## src/rtl/edf_heap_queue.sv

```systemverilog
// Earliest-deadline-first priority queue: binary min-heap held in a register array,
// moving one heap level per clock, with FIFO order between equal labels via arrival stamps.
module edf_heap_queue #(
  parameter int ADDR_WIDTH   = 5,
  parameter int DATA_WIDTH   = 16,
  parameter int LABEL_WIDTH  = 8,
  parameter int WRAP_COMPARE = 1
) (
  input  logic                  clk,
  input  logic                  rst,
  input  logic                  in_valid,
  output logic                  in_ready,
  input  logic [DATA_WIDTH-1:0] in_data,
  output logic                  out_valid,
  input  logic                  out_ready,
  output logic [DATA_WIDTH-1:0] out_data,
  output logic [ADDR_WIDTH:0]   count,
  output logic                  empty,
  output logic                  full,
  output logic                  busy
);

  localparam int DEPTH = 1 << ADDR_WIDTH;
  localparam int SW    = ADDR_WIDTH + 1;
  localparam int EW    = DATA_WIDTH + SW;
  localparam int LW    = LABEL_WIDTH;

  typedef enum logic [1:0] {IDLE, SIFT_UP, SIFT_DOWN} state_t;

  state_t                r_state;
  logic [EW-1:0]         r_mem [DEPTH];
  logic [EW-1:0]         r_hold;
  logic [ADDR_WIDTH-1:0] r_idx;
  logic [ADDR_WIDTH:0]   r_count;
  logic [SW-1:0]         r_wrSeq;

  // Labels decide first; equal labels fall back to age, where a larger age is older.
  function automatic logic entryBefore(
    input logic [LW-1:0] la,
    input logic [SW-1:0] sa,
    input logic [LW-1:0] lb,
    input logic [SW-1:0] sb,
    input logic [SW-1:0] seq
  );
    logic [LW-1:0] diff;
    logic [SW-1:0] ageA;
    logic [SW-1:0] ageB;
    diff = la - lb;
    ageA = seq - sa;
    ageB = seq - sb;
    if (la != lb) begin
      if (WRAP_COMPARE != 0) entryBefore = diff[LW-1];
      else                   entryBefore = la < lb;
    end else begin
      entryBefore = ageA > ageB;
    end
  endfunction

  logic w_idle;
  logic w_empty;
  logic w_full;
  logic w_push;
  logic w_pop;
  logic [ADDR_WIDTH-1:0] w_lastIdx;

  assign w_idle    = (r_state == IDLE);
  assign w_empty   = (r_count == '0);
  assign w_full    = (r_count == (ADDR_WIDTH+1)'(DEPTH));
  assign w_lastIdx = r_count[ADDR_WIDTH-1:0] - ADDR_WIDTH'(1);

  assign in_ready  = !rst && w_idle && (!w_full || out_ready);
  assign out_valid = !rst && w_idle && !w_empty;
  assign w_push    = in_valid && in_ready;
  assign w_pop     = out_valid && out_ready;

  assign out_data  = out_valid ? r_mem[0][EW-1:SW] : '0;
  assign count     = r_count;
  assign empty     = w_empty;
  assign full      = w_full;
  assign busy      = !w_idle;

  logic [ADDR_WIDTH-1:0] w_parent;
  logic [EW-1:0]         w_parentEntry;
  logic                  w_upMove;

  assign w_parent      = (r_idx - ADDR_WIDTH'(1)) >> 1;
  assign w_parentEntry = r_mem[w_parent];
  assign w_upMove      = (r_idx != '0) &&
                         entryBefore(r_hold[EW-1 -: LW], r_hold[SW-1:0],
                                     w_parentEntry[EW-1 -: LW], w_parentEntry[SW-1:0], r_wrSeq);

  // Child indices are one bit wider than idx so that 2*idx+2 never wraps before the existence test.
  logic [ADDR_WIDTH+1:0] w_left;
  logic [ADDR_WIDTH+1:0] w_right;
  logic [ADDR_WIDTH-1:0] w_leftIdx;
  logic [ADDR_WIDTH-1:0] w_rightIdx;
  logic [ADDR_WIDTH-1:0] w_child;
  logic [EW-1:0]         w_leftEntry;
  logic [EW-1:0]         w_rightEntry;
  logic [EW-1:0]         w_childEntry;
  logic                  w_leftExists;
  logic                  w_rightExists;
  logic                  w_pickRight;
  logic                  w_downMove;

  assign w_left        = {1'b0, r_idx, 1'b1};
  assign w_right       = w_left + (ADDR_WIDTH+2)'(1);
  assign w_leftExists  = w_left  < {1'b0, r_count};
  assign w_rightExists = w_right < {1'b0, r_count};
  assign w_leftIdx     = w_left[ADDR_WIDTH-1:0];
  assign w_rightIdx    = w_right[ADDR_WIDTH-1:0];
  assign w_leftEntry   = r_mem[w_leftIdx];
  assign w_rightEntry  = r_mem[w_rightIdx];
  assign w_pickRight   = w_rightExists &&
                         entryBefore(w_rightEntry[EW-1 -: LW], w_rightEntry[SW-1:0],
                                     w_leftEntry[EW-1 -: LW], w_leftEntry[SW-1:0], r_wrSeq);
  assign w_child       = w_pickRight ? w_rightIdx : w_leftIdx;
  assign w_childEntry  = w_pickRight ? w_rightEntry : w_leftEntry;
  assign w_downMove    = w_leftExists &&
                         entryBefore(w_childEntry[EW-1 -: LW], w_childEntry[SW-1:0],
                                     r_hold[EW-1 -: LW], r_hold[SW-1:0], r_wrSeq);

  // Every sift cycle writes the current slot: either the displaced neighbour or the held entry.
  logic                  w_memWe;
  logic [ADDR_WIDTH-1:0] w_memAddr;
  logic [EW-1:0]         w_memData;

  always_comb begin
    w_memWe   = 1'b0;
    w_memAddr = r_idx;
    w_memData = r_hold;
    case (r_state)
      SIFT_UP: begin
        w_memWe = 1'b1;
        if (w_upMove) w_memData = w_parentEntry;
      end
      SIFT_DOWN: begin
        w_memWe = 1'b1;
        if (w_downMove) w_memData = w_childEntry;
      end
      default: begin
        w_memWe = 1'b0;
      end
    endcase
    if (rst) w_memWe = 1'b0;
  end

  always_ff @(posedge clk) begin
    if (w_memWe) r_mem[w_memAddr] <= w_memData;
  end

  always_ff @(posedge clk) begin
    if (rst) begin
      r_state <= IDLE;
      r_count <= '0;
      r_wrSeq <= '0;
      r_idx   <= '0;
      r_hold  <= '0;
    end else begin
      case (r_state)
        IDLE: begin
          if (w_push) r_wrSeq <= r_wrSeq + SW'(1);
          if (w_push && w_pop) begin
            r_hold  <= {in_data, r_wrSeq};
            r_idx   <= '0;
            r_state <= SIFT_DOWN;
          end else if (w_push) begin
            r_hold  <= {in_data, r_wrSeq};
            r_idx   <= r_count[ADDR_WIDTH-1:0];
            r_count <= r_count + (ADDR_WIDTH+1)'(1);
            r_state <= SIFT_UP;
          end else if (w_pop) begin
            r_count <= r_count - (ADDR_WIDTH+1)'(1);
            if (r_count != (ADDR_WIDTH+1)'(1)) begin
              r_hold  <= r_mem[w_lastIdx];
              r_idx   <= '0;
              r_state <= SIFT_DOWN;
            end
          end
        end
        SIFT_UP: begin
          if (w_upMove) r_idx   <= w_parent;
          else          r_state <= IDLE;
        end
        SIFT_DOWN: begin
          if (w_downMove) r_idx   <= w_child;
          else            r_state <= IDLE;
        end
        default: begin
          r_state <= IDLE;
        end
      endcase
    end
  end

endmodule

```

## config.mk

```make
export PLATFORM = sky130hd
export DESIGN_NAME = edf_heap_queue
export DESIGN_NICKNAME = d
export VERILOG_FILES = /design/src/rtl/edf_heap_queue.sv
export SDC_FILE = /design/constraint.sdc
export NUM_CORES = 1
export LEC_CHECK = 0
export BUFFER_PORTS_ARGS = -buffer_cell sky130_fd_sc_hd__clkbuf_2
export CORE_UTILIZATION = 25
export DETAILED_ROUTE_END_ITERATION = 8
export PLACE_DENSITY = 0.47
export SYNTH_ARGS = -nofsm -noshare
export SYNTH_HDL_FRONTEND = slang
export SYNTH_SLANG_ARGS = --single-unit
```

## constraint.sdc

```tcl
create_clock -name clk -period 12.1 [get_ports clk]
set_input_delay 1.21 -clock clk [delete_from_list [all_inputs] [get_ports clk]]
set_output_delay 1.21 -clock clk [all_outputs]
set_load 0.02 [all_outputs]
```

==> flow_summary.toml, run 1 <==
[sta]
slew_viol_final = 0
hold_viol_final = 0
slew_headroom_pct = 5.65
period_share_pct = 93.2
fin_skew_ns = 0.0234
max_clock_freq_mhz = 88.7
worstMarginPinSlew_ns = 1.42
period_needed_ns = 11.27
setup_tns_ns = 0
rsz0062_at_grt = "no"
setup_viol = 0

[critical_path]
cp.required_ns = 12.37
critPathMaxStageDelay_ns = 0.96
end_kind = "flip-flop"
critPathKind = "reg2reg"
r2r_setup_slack_ns = 0.83
cp.arrival_ns = 11.55
crit-reg2reg-launch = "r_idx[0]"
cp_slowest_cell = "o221ai_2"
worst-path-max-fanout = 32
reg2reg_depth = 36
cp-start-kind = "flip-flop"
r2r-end = "r_mem[6][11]"

[route]
routed_via_density = 5.43
postRouteAntennaNets = 0
routed_wl_mm = 147
drt_iter0_drc = 2873
drc_errors = 0
post_drt_wl_per_cell_um = 33.0
vias = 24300
dr.pass1.iters = 6

[yosys]
synth_top_family_by_area = "multiplexers"
synthXorXnorAreaFrac_pct = 1.04
synth.yosys.warnings = 0
synthFlopType = "edfxtp_1"
syn_nets = 2315
synthAdderAreaFrac_pct = 3.11
muxShareOfSynthArea_pct = 31.8
ys_types = 72
synth_compound_area_share_pct = 3.59
netlist_area_mm2 = 0.0402
ys_seq_elements = 749
synth-edff-count = 704
synth-simple-area-share_pct = 3.16
seq_area_frac_synth_pct = 54.8
avgSynthCellArea_um2 = 18.3
synthArstFlopShare_pct = 0
syn_inst = 2198

[floorplanning]
die_area_mm2 = 0.163
dieHeight_um = 403
die_w_um = 403
initial_core_util_pct = 25.3
num_rows = 146
ios = 47
core_mm2 = 0.159

[pwr]
p_leak_nw = 14.5
seqPwrFrac_pct = 26.8
p_int_mw = 7.69
ir_worst_vdd_mv = 0.220
swShare_pct = 39.7
total_power_mw = 12.7
power_density_mw_per_mm2 = 275
combPwrFrac_pct = 52.3
p_sw_mw = 5.05
p_clk_share_pct = 20.9

[hold_path]
hold_start = "r_hold[12]"
hold_end = "r_hold[12]"
hp-class = "reg2reg"
whs_path_depth = 2

[cts]
cts_tree = "done"
clock_path_buffers = 3
cts_root_buffer = "clkbuf_16"
cts-htree-levels = 3
cts_sinks = 749
insertion_delay_ns = 0.67
post_cts_buffers = 0
path_clk_slew_ns = 0.06
numCtsBuffers = 86
cts_resized = 0
postCtsHoldBufs = 0

[global_routing]
grt-ovfl-total = 0
antenna_found_initial = 5
first_global_vias = 24900
track_usage_pct = 18.1
grt_pass1_wl_mm = 205
grt_max_degree = 99

[layout]
areaGrowthSynthToFinish_pct = 15.3
nets = 2370
layout-drive-gt1-share_pct = 38.6
stdcell_count = 4471

[place]
place.gp.congestion = 0.845
hpwl_mm = 88.6
portBuffers = 46
dp.cells = 4310

[run]
cap_violations = 0

[status]
status = "complete, no violations"
power groups by stage:
stage	sequential, mW	combinational [mW]	clock, mW
after floorplan	3.32	4.70	0
after global placement	3.47	6.65	0
after detailed placement	3.47	6.67	0
after CTS	3.42	6.70	2.70
after global routing	3.43	7.10	2.79
final	3.42	6.67	2.66
per-layer routing:
metal,track usage (%),vias to the layer above,wire length [um]
met5,0,-,0
met4,5.62,0,4470
met3,3.03,223,10700
met2,29.5,1268,71000
met1,24.5,13300,61300
li1,-,9486,-
worst max-delay path by stage:
stage              from       endpoint  slack [ns]
6_report       r_idx[0]   r_mem[6][11]        0.83
5_1_grt        r_idx[0]   r_mem[1][11]        0.23
4_1_cts        r_idx[0]  r_mem[12][11]        0.74
3_5_place_dp   r_idx[0]   r_mem[8][12]        0.88
3_3_place_gp   r_idx[0]  r_mem[13][11]        0.96
2_1_floorplan  r_idx[0]   r_mem[0][12]        2.08
cell families after synthesis:
logic type,after synthesis
flops,749
simple gates,257
compound gates,198
mux,601
buf+inv,250
fa+ha+maj,97
xor+xnor,46
sequential cells by signal, indices dropped and copies added (netlist names), named ones only:
signal   flops
count        6
r_wrSeq      6
r_state      2
r_idx        5
r_mem      704
r_hold      22
cell usage after synthesis, types with 4 or more instances:
cell type	count	share of area, %
dfxtp_1	45	2.2
a21oi_1	59	0.73
mux4_2	539	30
mux2i_1	43	1.1
a211oi_1	31	0.58
nand2_1	39	0.36
nand4_1	11	0.17
ha_1	92	2.9
mux2_2	11	0.31
xnor2_1	29	0.63
o21ai_1	9	0.11
inv_1	86	0.80
clkbuf_1	112	1.0
nor2_1	103	0.96
or3_1	4	0.062
nor2b_1	11	0.17
nand3b_1	8	0.15
nor3_1	9	0.11
buf_2	17	0.21
fa_1	5	0.25
mux2_1	6	0.17
edfxtp_1	704	53
o21ai_0	6	0.075
nand3_1	21	0.26
and3_1	6	0.093
o211ai_1	12	0.22
a32oi_1	7	0.15
o221ai_1	4	0.087
o221ai_2	10	0.37
and2_1	20	0.31
buf_6	5	0.14
o21a_1	11	0.21
a21o_1	22	0.41
xor2_1	15	0.33
buf_1	26	0.24
nand2b_1	5	0.078
per-stage QoR:
| stage | area [um^2] | hold WS (ns) | setup WS (ns) | utilization (%) |
|---|---|---|---|---|
| global placement | 43500 | 0.467 | 0.963 | 27.4 |
| CTS | 46400 | 0.491 | 0.744 | 29.1 |
| global route | 46400 | 0.539 | 0.233 | 29.2 |
| finish | 46400 | 0.496 | 0.826 | 29.2 |
| floorplan | 40200 | 0.457 | 2.08 | - |
| detailed placement | 43500 | 0.475 | 0.882 | 27.4 |
cell type report:
| class | count | area [um^2] |
|---|---|---|
| antenna | 2 | 5.00 |
| fill | 15500 | 113000 |
| sequential | 749 | 22100 |
| clock inverter | 51 | 513 |
| tap | 2146 | 2690 |
| multi-input combinational | 1199 | 17600 |
| timing repair buffer | 129 | 886 |
| inverter | 88 | 330 |
| clock buffer | 107 | 2320 |
cell usage in the layout (no fill, tap or decap), types with 7 or more instances in the layout:
| master | Yosys | routed |
|---|---|---|
| edfxtp_1 | 704 | 704 |
| dfxtp_1 | 45 | 39 |
| o221ai_2 | 10 | 13 |
| bufinv_16 | 0 | 9 |
| mux2i_1 | 43 | 43 |
| nand3b_1 | 8 | 8 |
| o21a_1 | 11 | 11 |
| clkinv_1 | 0 | 15 |
| and2_1 | 20 | 20 |
| a32oi_1 | 7 | 7 |
| nand2_1 | 39 | 39 |
| clkbuf_2 | 0 | 46 |
| nand3_1 | 21 | 21 |
| a21oi_1 | 59 | 58 |
| nor2b_1 | 11 | 11 |
| xor2_1 | 15 | 14 |
| clkbuf_16 | 0 | 88 |
| a211oi_1 | 31 | 31 |
| a21o_1 | 22 | 22 |
| inv_1 | 86 | 86 |
| nor3_1 | 9 | 9 |
| clkbuf_1 | 112 | 14 |
| ha_1 | 92 | 90 |
| clkinv_2 | 0 | 15 |
| o211ai_1 | 12 | 12 |
| nor2_4 | 0 | 34 |
| xnor2_1 | 29 | 24 |
| nand4_1 | 11 | 11 |
| mux2_2 | 11 | 11 |
| nor2_1 | 103 | 69 |
| buf_4 | 2 | 80 |
| mux4_2 | 539 | 539 |
worst max-delay path, delay by kind of cell (launching register included):
family                     cells  cell delay, ns
AOI/OAI and AO/OA             13            3.42
and+or+nand+nor                7            1.74
adders and majority gates      5            1.48
muxes                          3            1.22
xor gates and xnor gates       4            1.16
buffers and inverters          4            1.08
DFF                            1            0.70
(Power assumes the default switching activity.)
==> run 2, diff against run 1 <==
- CTS_BUF_LIST: unset -> sky130_fd_sc_hd__clkbuf_4 sky130_fd_sc_hd__clkbuf_8
==> run 2 against run 1 <==
First-iteration DRC count down 7.2%. Sequential power about the same. Total power down 1.9%. Global-route usage up 0.17 points. Via count up 1.4%. Sequential share of layout area up 0.19 points. Routed wire length up 0.72%. Setup slack better by 0.0030 ns. Clock power down 9.0%. Critical endpoint is now r_mem[10][10]. Largest cell class unchanged.
==> flow_summary.toml, run 2 (synthesis results as in run 1) <==
[status]
status = "complete, no violations"

[layout]
largestRegisters = "r_mem: 704 flops, r_hold: 22 flops"
largest_reg_flops = 704
final_cell_mix = "edfxtp_1, mux4_2, clkbuf_8"
stdcell_count = 4551
fin_util_pct = 29.0
regMostFlops = "r_mem"
nets = 2418
layout-drive-gt1-share_pct = 40.5
design_area_mm2 = 0.0462
num-fill-cells = 15600
areaGrowthSynthToFinish_pct = 14.8
mostFrequentLayoutCell = "edfxtp_1"

[cts]
cts_root_buffer = "clkbuf_8"
cts_resized = 0
numCtsBuffers = 134
clock_path_buffers = 3
cts_sinks = 749
postCtsHoldBufs = 0
insertion_delay_ns = 0.85
post_cts_buffers = 0
cts-htree-levels = 4
path_clk_slew_ns = 0.07
cts_tree = "done"

[pwr]
p_sw_mw = 5.07
seqPwrFrac_pct = 27.4
ir_worst_vdd_mv = 0.217
power_density_mw_per_mm2 = 271
p_int_mw = 7.44
total_power_mw = 12.5
swShare_pct = 40.5
p_leak_nw = 14.4
combPwrFrac_pct = 53.2
p_clk_share_pct = 19.4

[sta]
rsz0062_at_grt = "no"
finalWorstSetupSlack_ns = 0.829
period_share_pct = 93.1
fin_skew_ns = 0.0368
setup_tns_ns = 0
whs_ns = 0.494
max_clock_freq_mhz = 88.7
slew_headroom_pct = 7.87
period_needed_ns = 11.27
setup_viol = 0
hold_viol_final = 0
slew_viol_final = 0
worstMarginPinSlew_ns = 1.35

[critical_path]
critPathMaxStageDelay_ns = 0.97
path_delay_family = "compound AO/OA/AOI/OAI gates"
critPathKind = "reg2reg"
end_kind = "flip-flop"
crit_buf_inv = 4
cp.arrival_ns = 11.71
cp-start-kind = "flip-flop"
worst-path-max-fanout = 32
cp_slowest_cell = "o221ai_2"
cp.required_ns = 12.54

[place]
dp.cells = 4310
placed_area_mm2 = 0.0435
post-place-ws_ns = 0.882
hpwl_mm = 88.6
portBuffers = 46
place.gp.congestion = 0.845

[floorplanning]
dieHeight_um = 403
die_area_mm2 = 0.163
core_mm2 = 0.159
initial_core_util_pct = 25.3
die_w_um = 403
num_rows = 146
ios = 47

[global_routing]
track_usage_pct = 18.2
grt_pass1_wl_mm = 207
antenna_found_initial = 6
grt-ovfl-total = 0
grt_max_degree = 99
first_global_vias = 25400

[route]
post_drt_wl_per_cell_um = 32.6
routed_wl_mm = 149
postRouteAntennaNets = 0
vias = 24600
dr.pass1.iters = 5
routed_via_density = 5.41
drt_iter0_drc = 2666
drc_errors = 0

[run]
cap_violations = 0

[hold_path]
hp-class = "reg2reg"
run 2: cell count changes in the layout (fill, tap and decap cells not counted), sizes merged:
cell	before	now
diode	2	3
clkbuf	153	209
bufinv	9	8
clkinv	35	52
clkinvlp	3	11
inv	92	91
run 2: power groups by stage:
stage               Combinational, mW  Sequential, mW  Clock, mW
finish                           6.66            3.42       2.42
global route                     7.10            3.43       2.58
CTS                              6.70            3.42       2.48
detailed placement               6.67            3.47          0
global placement                 6.65            3.47          0
floorplan                        4.70            3.32          0
run 2: per-layer routing:
metal	up-vias	wire length (um)	track usage, %	share of wire, %
li1	9584	-	-	-
met1	13500	61100	24.3	41
met2	1338	71600	29.6	48
met3	255	11300	3.74	7.6
met4	2	4570	6.07	3.1
met5	-	8	0	0.0054
run 2: final cells by class:
type / count / area [um^2] / share of cell area (%)
clock inverter: 74 / 572 / 1.24
tap: 2146 / 2690 / 5.81
timing repair buffer: 129 / 886 / 1.92
clock buffer: 163 / 2070 / 4.49
multi-input combinational: 1199 / 17600 / 38.1
antenna: 3 / 7.51 / 0.0162
sequential: 749 / 22100 / 47.7
inverter: 88 / 330 / 0.715
run 2: path summary, 6_finish.rpt:
check | startpoint | endpoint | slack (ns) | depth (start not counted)
worst max-delay path | r_idx[0] | r_mem[10][10] | 0.83 | 36
worst min-delay path | r_hold[12] | r_hold[12] | 0.49 | 2
worst max register to register | r_idx[0] | r_mem[10][10] | 0.83 | 36
worst min register to register | r_hold[12] | r_hold[12] | 0.49 | 2
run 2: worst register-to-register path: cells and delay by family (launching register included):
| kind | cells | cell delay (ns) |
|---|---|---|
| buffers and inverters | 4 | 1.10 |
| AO/OA/AOI/OAI | 13 | 3.42 |
| adder cells (fa/ha/maj) | 5 | 1.48 |
| AND/OR/NAND/NOR | 7 | 1.76 |
| flip-flops | 1 | 0.71 |
| XOR/XNOR | 4 | 1.13 |
| multiplexers | 3 | 1.24 |
==> run 3, diff against run 2 <==
- CORE_MARGIN: unset -> 1
- GPL_ROUTABILITY_DRIVEN: unset -> 0
- clock period: 12.1 -> 14.3 ns (I/O delays scaled with it)
==> run 3 against run 2 <==
Sequential power decreased by 16%. Global-route usage down 0.43 points. Cell count is essentially flat. Core utilization hardly changed. Largest cell class unchanged. Sequential share of layout area about the same. First-iteration DRC count is 3.6% higher. Combinational power fell by 15%. Critical endpoint is now r_mem[4][9]. Total power decreased by 16%.
==> flow_summary.toml, run 3 (synthesis results as in run 1) <==
[critical_path]
cp_slowest_cell = "and3_2"
cp.arrival_ns = 11.96
crit_path_frequent_cell = "ha_1"
critPathKind = "reg2reg"
cp-start-kind = "flip-flop"
end_kind = "flip-flop"
critPathMaxStageDelay_ns = 0.94
cp.required_ns = 14.65
worst-path-max-fanout = 38

[floorplanning]
ios = 47
die_w_um = 403
dieHeight_um = 403
initial_core_util_pct = 25.3
num_rows = 146
die_area_mm2 = 0.163
core_mm2 = 0.159

[hold_path]
hp-class = "reg2reg"

[place]
hpwl_mm = 84.1
dp.cells = 4307
portBuffers = 46

[layout]
num-fill-cells = 15500
stdcell_count = 4552
mostFrequentLayoutCell = "edfxtp_1"
areaGrowthSynthToFinish_pct = 14.8
largestRegisters = "r_mem: 704 flops, r_hold: 22 flops"
regMostFlops = "r_mem"
largest_reg_flops = 704
final_cell_mix = "edfxtp_1, mux4_2, clkbuf_8"
layout-drive-gt1-share_pct = 40.8
nets = 2415

[cts]
post_cts_buffers = 0
cts_resized = 0
numCtsBuffers = 135
clock_path_buffers = 3
path_clk_slew_ns = 0.06
cts-htree-levels = 4
postCtsHoldBufs = 0
cts_root_buffer = "clkbuf_8"
cts_sinks = 749
insertion_delay_ns = 0.85
cts_tree = "done"

[global_routing]
grt_max_degree = 138
grt_pass1_wl_mm = 202
track_usage_pct = 17.8
first_global_vias = 25300
grt-ovfl-total = 0
antenna_found_initial = 2

[pwr]
p_leak_nw = 14.5
power_density_mw_per_mm2 = 229
total_power_mw = 10.6
ir_worst_vdd_mv = 0.203

[sta]
period_share_pct = 81.2
hold_viol_final = 0
fin_skew_ns = 0.0370
slew_viol_final = 0
worstMarginPinSlew_ns = 1.43
max_clock_freq_mhz = 86.2
period_needed_ns = 11.61
rsz0062_at_grt = "no"
slew_headroom_pct = 4.57
setup_tns_ns = 0
setup_viol = 0

[route]
drt_iter0_drc = 2761
vias = 24400
routed_wl_mm = 145
post_drt_wl_per_cell_um = 31.9
drc_errors = 0
postRouteAntennaNets = 0
routed_via_density = 5.35
dr.pass1.iters = 5

[status]
status = "complete, no violations"

[run]
cap_violations = 0
-- run 3: cell types whose count changed in the layout (fill, tap and decap cells not counted), moves of 2 or more --
| cell | previous run | this run |
|---|---|---|
| bufinv_16 | 8 | 3 |
| clkinv_1 | 32 | 24 |
| clkbuf_4 | 27 | 42 |
| clkinvlp_4 | 11 | 8 |
| clkinv_2 | 20 | 17 |
| buf_4 | 80 | 78 |
| clkbuf_8 | 136 | 146 |
-- run 3: cell type report --
type | instances | area (um^2) | area share (%)
Antenna cell | 2 | 5.00 | 0.0108
Inverter | 88 | 330 | 0.715
Clock buffer | 188 | 2320 | 5.03
Sequential cell | 749 | 22100 | 47.8
Tap cell | 2146 | 2690 | 5.81
Timing Repair Buffer | 125 | 836 | 1.81
Multi-Input combinational cell | 1199 | 17600 | 38.1
Clock inverter | 55 | 352 | 0.761
-- run 3: final timing paths --
path | slack, ns | depth (start not counted) | to | from
worst max-delay path | 2.69 | 37 | r_mem[4][9] | r_idx[0]
worst min-delay path | 0.48 | 2 | r_hold[7] | r_hold[7]
worst max register to register | 2.69 | 37 | r_mem[4][9] | r_idx[0]
worst min register to register | 0.48 | 2 | r_hold[7] | r_hold[7]
-- run 3: metrics by stage --
step                      hold slack [ns]  util [%]  setup WS, ns  area (um^2)
after floorplan                     0.457         -          4.28        40200
after global placement              0.471      27.3          2.64        43500
after detailed placement            0.475      27.3          2.66        43500
after CTS                           0.491      29.0          2.65        46200
after global routing                0.523      29.0          2.11        46200
final                               0.484      29.0          2.69        46200
-- run 3: power by group --
part           internal, mW  leakage, nW  switching, mW  total, mW
combinational          2.46         6.19           3.19       5.64
clock                  1.11         1.40          0.938       2.04
sequential             2.73         6.87          0.140       2.87
total                  6.29         14.5           4.26       10.6
-- run 3: worst max-delay path: cells and delay by family (launching register included) --
family	cells	cell delay [ns]
multiplexers	3	1.27
adder cells (fa/ha/maj)	5	1.89
AO/OA/AOI/OAI	13	3.31
XOR/XNOR	4	0.65
buffers and inverters	3	0.88
flip-flops	1	0.64
AND/OR/NAND/NOR	9	2.34
-- run 3: routing by layer --
layer,share of wire (%),GRT usage [%],up-vias
met4,2.8,5.50,0
met1,42,24.2,13200
met3,8.4,4.22,229
met2,47,28.1,1284
met5,0,0,-
li1,-,-,9589
